$ cat src/rtl/mfp_seven_segment_pkg.sv
// Shared seven-segment definitions: segment bit order, hex glyph table and the all-off pattern.
// Segment vectors are active low, ordered {g,f,e,d,c,b,a} with segment a in bit 0.
package mfp_seven_segment_pkg;

  typedef struct packed {
    logic g;
    logic f;
    logic e;
    logic d;
    logic c;
    logic b;
    logic a;
  } seg_bits_t;

  localparam logic [6:0] SEG_OFF = 7'h7F;

  // Standard DE-board glyphs for hex digits 0..F
  localparam logic [6:0] GLYPH [16] = '{
    7'h40, 7'h79, 7'h24, 7'h30,
    7'h19, 7'h12, 7'h02, 7'h78,
    7'h00, 7'h10, 7'h08, 7'h03,
    7'h46, 7'h21, 7'h06, 7'h0E
  };

endpackage

$ cat src/rtl/mfp_hex_to_segments.sv
// Combinational hex digit to active-low seven-segment decoder.
module mfp_hex_to_segments
  import mfp_seven_segment_pkg::*;
(
  input  logic [3:0] hex,
  output logic [6:0] seg
);

  assign seg = GLYPH[hex];

endmodule

$ cat src/rtl/mfp_multi_digit_seven_segment_ctrl.sv
// N-digit seven-segment controller: shadowed value, leading-zero blanking, blink,
// static per-digit outputs and a guarded time-multiplexed scan output.
module mfp_multi_digit_seven_segment_ctrl
  import mfp_seven_segment_pkg::*;
#(
  parameter int N_DIGITS      = 8,
  parameter int SCAN_DIV      = 50000,
  parameter int GUARD         = 1,
  parameter int BLINK_DIV     = 12500000,
  parameter bit AN_ACTIVE_LOW = 1'b1
) (
  input  logic                    clk,
  input  logic                    rst_n,
  input  logic                    load,
  input  logic [4*N_DIGITS-1:0]   number,
  input  logic [N_DIGITS-1:0]     dp_in,
  input  logic [N_DIGITS-1:0]     blink_mask,
  input  logic                    blank_lz,
  output logic [7*N_DIGITS-1:0]   seg_static,
  output logic [N_DIGITS-1:0]     dp_static,
  output logic [6:0]              seg_mux,
  output logic                    dp_mux,
  output logic [N_DIGITS-1:0]     an
);

  localparam int SCAN_W  = (SCAN_DIV > 1)  ? $clog2(SCAN_DIV)  : 1;
  localparam int BLINK_W = (BLINK_DIV > 1) ? $clog2(BLINK_DIV) : 1;
  localparam int IDX_W   = (N_DIGITS > 1)  ? $clog2(N_DIGITS)  : 1;

  localparam logic [SCAN_W-1:0]  SCAN_LAST  = SCAN_W'(SCAN_DIV - 1);
  localparam logic [BLINK_W-1:0] BLINK_LAST = BLINK_W'(BLINK_DIV - 1);
  localparam logic [IDX_W-1:0]   IDX_LAST   = IDX_W'(N_DIGITS - 1);
  localparam logic [SCAN_W:0]    GUARD_END  = (SCAN_W + 1)'(GUARD);
  localparam logic [N_DIGITS-1:0] AN_OFF    = {N_DIGITS{AN_ACTIVE_LOW}};

  logic [4*N_DIGITS-1:0] number_reg;
  logic [N_DIGITS-1:0]   dp_reg;
  logic [N_DIGITS-1:0]   mask_reg;
  logic                  blank_lz_reg;

  logic [SCAN_W-1:0]     slot_cnt_reg;
  logic [IDX_W-1:0]      scan_idx_reg;
  logic [BLINK_W-1:0]    blink_cnt_reg;
  logic                  blink_phase_reg;

  logic [7*N_DIGITS-1:0] seg_static_reg;
  logic [N_DIGITS-1:0]   dp_static_reg;
  logic [6:0]            seg_mux_reg;
  logic                  dp_mux_reg;
  logic [N_DIGITS-1:0]   an_reg;

  logic [3:0]            digit_val [N_DIGITS];
  logic [6:0]            digit_glyph [N_DIGITS];
  logic [N_DIGITS-1:0]   blanked;
  logic [N_DIGITS-1:0]   digit_off;
  logic [N_DIGITS-1:0]   an_onehot;
  logic [7*N_DIGITS-1:0] seg_static_next;
  logic [N_DIGITS-1:0]   dp_static_next;

  logic                  slot_last;
  logic                  blink_last;
  logic                  in_guard;
  logic                  lz_run;
  logic [3:0]            mux_val;
  logic [6:0]            mux_glyph;
  logic                  mux_off;
  logic                  mux_dp_req;

  // Tear-free capture: the display only ever sees a complete, coherent value
  always_ff @(posedge clk or negedge rst_n) begin
    if (!rst_n) begin
      number_reg   <= '0;
      dp_reg       <= '0;
      mask_reg     <= '0;
      blank_lz_reg <= 1'b0;
    end else if (load) begin
      number_reg   <= number;
      dp_reg       <= dp_in;
      mask_reg     <= blink_mask;
      blank_lz_reg <= blank_lz;
    end
  end

  assign slot_last  = (slot_cnt_reg == SCAN_LAST);
  assign blink_last = (blink_cnt_reg == BLINK_LAST);

  always_ff @(posedge clk or negedge rst_n) begin
    if (!rst_n) begin
      slot_cnt_reg    <= '0;
      scan_idx_reg    <= '0;
      blink_cnt_reg   <= '0;
      blink_phase_reg <= 1'b0;
    end else begin
      if (slot_last) begin
        slot_cnt_reg <= '0;
        scan_idx_reg <= (scan_idx_reg == IDX_LAST) ? '0 : scan_idx_reg + IDX_W'(1);
      end else begin
        slot_cnt_reg <= slot_cnt_reg + SCAN_W'(1);
      end
      if (blink_last) begin
        blink_cnt_reg   <= '0;
        blink_phase_reg <= ~blink_phase_reg;
      end else begin
        blink_cnt_reg <= blink_cnt_reg + BLINK_W'(1);
      end
    end
  end

  // Blank chain walks down from the top digit; digit 0 is never blanked
  always_comb begin
    blanked = '0;
    lz_run  = blank_lz_reg;
    for (int i = N_DIGITS - 1; i > 0; i--) begin
      lz_run     = lz_run && (number_reg[4*i +: 4] == 4'h0) && !dp_reg[i];
      blanked[i] = lz_run;
    end
  end

  for (genvar gi = 0; gi < N_DIGITS; gi++) begin : g_digit
    assign digit_val[gi] = number_reg[4*gi +: 4];

    mfp_hex_to_segments u_dec (
      .hex (digit_val[gi]),
      .seg (digit_glyph[gi])
    );

    assign digit_off[gi]              = blanked[gi] || (blink_phase_reg && mask_reg[gi]);
    assign seg_static_next[7*gi +: 7] = digit_off[gi] ? SEG_OFF : digit_glyph[gi];
    assign dp_static_next[gi]         = digit_off[gi] || !dp_reg[gi];
    assign an_onehot[gi]              = (scan_idx_reg == IDX_W'(gi));
  end

  always_comb begin
    mux_val    = 4'h0;
    mux_off    = 1'b0;
    mux_dp_req = 1'b0;
    for (int i = 0; i < N_DIGITS; i++) begin
      if (scan_idx_reg == IDX_W'(i)) begin
        mux_val    = number_reg[4*i +: 4];
        mux_off    = digit_off[i];
        mux_dp_req = dp_reg[i];
      end
    end
  end

  mfp_hex_to_segments u_mux_dec (
    .hex (mux_val),
    .seg (mux_glyph)
  );

  // Guard cycles at the start of each slot keep the previous digit from ghosting
  assign in_guard = ({1'b0, slot_cnt_reg} < GUARD_END);

  always_ff @(posedge clk or negedge rst_n) begin
    if (!rst_n) begin
      seg_static_reg <= {N_DIGITS{SEG_OFF}};
      dp_static_reg  <= '1;
      seg_mux_reg    <= SEG_OFF;
      dp_mux_reg     <= 1'b1;
      an_reg         <= AN_OFF;
    end else begin
      seg_static_reg <= seg_static_next;
      dp_static_reg  <= dp_static_next;
      if (in_guard) begin
        seg_mux_reg <= SEG_OFF;
        dp_mux_reg  <= 1'b1;
        an_reg      <= AN_OFF;
      end else begin
        seg_mux_reg <= mux_off ? SEG_OFF : mux_glyph;
        dp_mux_reg  <= mux_off || !mux_dp_req;
        an_reg      <= AN_ACTIVE_LOW ? ~an_onehot : an_onehot;
      end
    end
  end

  assign seg_static = seg_static_reg;
  assign dp_static  = dp_static_reg;
  assign seg_mux    = seg_mux_reg;
  assign dp_mux     = dp_mux_reg;
  assign an         = an_reg;

endmodule
$ cat config.mk
export PLATFORM = sky130hd
export DESIGN_NAME = mfp_multi_digit_seven_segment_ctrl
export DESIGN_NICKNAME = d
export VERILOG_FILES = /design/src/rtl/mfp_seven_segment_pkg.sv /design/src/rtl/mfp_hex_to_segments.sv /design/src/rtl/mfp_multi_digit_seven_segment_ctrl.sv
export SDC_FILE = /design/constraint.sdc
export NUM_CORES = 1
export LEC_CHECK = 0
export CAP_MARGIN = 25
export CORE_MARGIN = 2
export CORE_UTILIZATION = 30
export CTS_CLUSTER_DIAMETER = 100
export CTS_CLUSTER_SIZE = 24
export DETAILED_ROUTE_END_ITERATION = 8
export PLACE_DENSITY = 0.59
export SKIP_CTS_REPAIR_TIMING = 1
export SLEW_MARGIN = 40
export SYNTH_ARGS = -nofsm -noshare
export SYNTH_HDL_FRONTEND = slang
export SYNTH_HIERARCHICAL = 1
export SYNTH_SLANG_ARGS = --single-unit
$ cat constraint.sdc
create_clock -name clk -period 4.2 [get_ports clk]
set_input_delay 0.63 -clock clk [delete_from_list [all_inputs] [get_ports clk]]
set_output_delay 0.63 -clock clk [all_outputs]
set_load 0.05 [all_outputs]
==> out/qor.csv <==
stage;metric;value;unit
run_status;outcome;completed;
clock_tree;clock_latency;0.45;ns
logic_synthesis;synthesis.area;9710;sq um
layout;largest_reg_flops;56;
route;final_antenna_net_count;0;
clock_tree;cts.path.max_buffers;2;
power_and_ir_drop;ir_drop;0.000292;V
setup_path;crit-reg2reg-launch;scan_idx_reg[0];
timing;finalHoldViolCount;0;
floorplan;die_h;184;um
run;cap_violations;0;
floorplan;dieArea;33800;sq um
timing;slew-limit-headroom;45.6;%
clock_tree;cts_num_sinks;173;
setup_path;endpoint_kind;flop;
logic_synthesis;ys_types;66;
timing;finalCritPeriodShare;86.3;%
place;routabilityCongestion;0.839;
route;wl;23200;um
logic_synthesis;avgSynthCellArea;10.9;sq um
floorplan;core_area;31700;sq um
global_routing;grt_overflow;0;
logic_synthesis;synth-seq-area-share;45.6;%
logic_synthesis;synth_cells;888;
timing;max_clock_freq;0.276;GHz
clock_tree;clk_pin_slew;0.07;ns
setup_path;arrival;4.00;ns
timing;finalSetupTns;0;ns
logic_synthesis;synth-seq-cells;173;
timing;drv_slew;0;
logic_synthesis;yosysWarningCount;6;
clock_tree;htree_levels;4;
logic_synthesis;synth_edf_count;0;
floorplan;rows;65;
setup_path;crit_path_max_fanout;11;
timing;finClkSkew;0.0129;ns
floorplan;initial_utilization;30.6;%
layout;fin_cells;1428;
route;drc;0;
layout;final_nets;1137;
floorplan;die_x;184;um
layout;area_growth;23.7;%
logic_synthesis;netlist.area_leader.share;24.0;%
route;num_vias;6815;
timing;finalSetupViolCount;0;
floorplan;ios;132;
global_routing;antenna_found_initial;0;
route;drt_iter0_markers;419;
setup_path;r2r_end;seg_mux[3];
global_routing;grt_usage;14.2;%
place;dpl.hpwl;17100;um
timing;period_minus_slack;3.62;ns
global_routing;grt_max_degree;85;
logic_synthesis;synthTopCellsByArea;dfrtp_1 24%, dfstp_2 22%, ha_1 9.3%;
place;io_buffers;131;
clock_tree;cts_tree;built;
route;wl_per_cell;16.2;um
setup_path;crit_type;flop to flop;
timing;grt_setup_unrepaired;no;
timing;tightest_slew;0.809;ns
power_and_ir_drop;p_leak;5.26;nW
global_routing;grt_pass1_vias;6575;
place;dp_cells;1396;
route;post_drt_via_cell_ratio;4.77;
logic_synthesis;yosys.area.top_type;dfrtp_1;
global_routing;grt_pass1_wl;36800;um
logic_synthesis;synth_flop_cell;dfrtp_1;
route;drt_first_pass_iters;5;
power_and_ir_drop;power_density;412;nW/um^2
layout;drive_gt1_share;22.7;%
setup_path;cp_data_required_time;4.57;ns
clock_tree;cts_inserted_buffers;17;
setup_path;reg2reg_depth;13;
clock_tree;cts-root-buf;clkbuf_16;
logic_synthesis;synth_nets;1012;
setup_path;start_kind;flop;
layout;diodes;0;
setup_path;r2r_slack;0.58;ns
min_path;min_path_type;input pin to async pin;
logic_synthesis;async_flop_share;100;%
cell families after synthesis:
kind of cell	synth area share [%]
mux	12.0
simple gates	16.6
fa+ha+maj	9.28
compound gates	9.51
buf+inv	3.89
flops	45.6
xor+xnor	3.16
metal layers:
layer	global-route usage (%)	wire (um)	vias up
met4	4.80	361	0
li1	-	-	3349
met1	18.7	10700	3306
met5	0	0	-
met2	23.4	11200	136
met3	2.60	903	24
cell usage after synthesis (3+ instances only):
master / instances
nand3_1: 23
and2b_2: 7
o21ai_0: 37
nand2_1: 73
a221oi_1: 3
or2_2: 29
nand2b_1: 26
xor2_1: 17
or4_1: 6
or3b_1: 7
a21oi_1: 19
dfstp_2: 80
o21ai_1: 4
inv_1: 39
a2bb2oi_1: 6
buf_6: 9
clkbuf_1: 19
ha_1: 72
and2_1: 5
and3_1: 7
mux2_2: 54
nor2b_1: 6
nor3_1: 8
o22ai_1: 5
buf_2: 8
dfrtp_1: 93
or2b_1: 7
mux2i_1: 32
a31oi_1: 3
nor4_1: 4
xnor2_1: 18
nand3b_1: 7
nor2_1: 74
a22o_1: 16
a32o_1: 8
nand4_1: 8
mux4_1: 8
a22oi_1: 4
nor4b_1: 3
cells in the final DEF (no fill, tap or decap), types with 18 or more instances in the layout:
cell and count:
nor2_1 74, nand3_1 23, mux2i_1 32, dfrtp_1 93, nand2_1 73, mux2_2 54
or2_2 29, a21oi_1 19, xnor2_1 18, clkdlybuf4s50_1 129, ha_1 72, inv_1 39
nand2b_1 26, dfstp_2 80, o21ai_0 36
worst max-delay path by stage:
| stage | from | end | slack (ns) | cells after the start |
|---|---|---|---|---|
| after CTS | scan_idx_reg[0] | seg_mux[3] | 0.58 | 13 |
| after floorplan | scan_idx_reg[2] | seg_mux[3] | 0.65 | 16 |
| after global routing | scan_idx_reg[0] | seg_mux[3] | 0.28 | 13 |
| after global placement | scan_idx_reg[0] | seg_mux[3] | 0.68 | 13 |
| after detailed placement | scan_idx_reg[0] | seg_mux[3] | 0.59 | 13 |
| final | scan_idx_reg[0] | seg_mux[3] | 0.58 | 13 |
through the flow:
stage	setup WS, ns	hold WS, ns	total power [W]	utilization, %	instance area (sq um)
6_report	0.576	0.247	0.00495	37.9	12000
5_1_grt	0.281	0.296	0.00519	37.9	12000
4_1_cts	0.584	0.277	0.00502	37.8	12000
3_5_place_dp	0.594	0.448	0.00336	35.9	11400
3_3_place_gp	0.683	0.443	0.00335	35.9	11400
2_1_floorplan	0.651	0.334	0.00294	-	9710
worst max-delay path, stage by stage (launching register included):
cell,delay (ns)
dfrtp_1,0.39
ha_1,0.19
ha_1,0.38
and2_1,0.21
o22ai_1,0.09
a2bb2oi_1,0.17
a21oi_1,0.07
a2bb2oi_1,0.15
o21ai_0,0.64
inv_1,0.24
ha_1,0.36
inv_1,0.05
mux4_1,0.46
nand3b_1,0.16
cell type report:
type                            instances  area (sq um)
Tap cell                              402           503
Sequential cell                       173          4430
Timing Repair Buffer                  144          1410
Fill cell                            3120         19700
Inverter                               40           150
Clock inverter                         14           170
Clock buffer                           18           439
Multi-Input combinational cell        637          4910
report_power, final:
part           leakage, nW  switching [W]  internal [W]
Sequential            2.00       0.000178       0.00191
Combinational         2.96       0.000721      0.000516
Clock                0.300       0.000757      0.000868
Total                 5.26        0.00166       0.00329
Note: power is estimated with default switching activity, not from simulation.
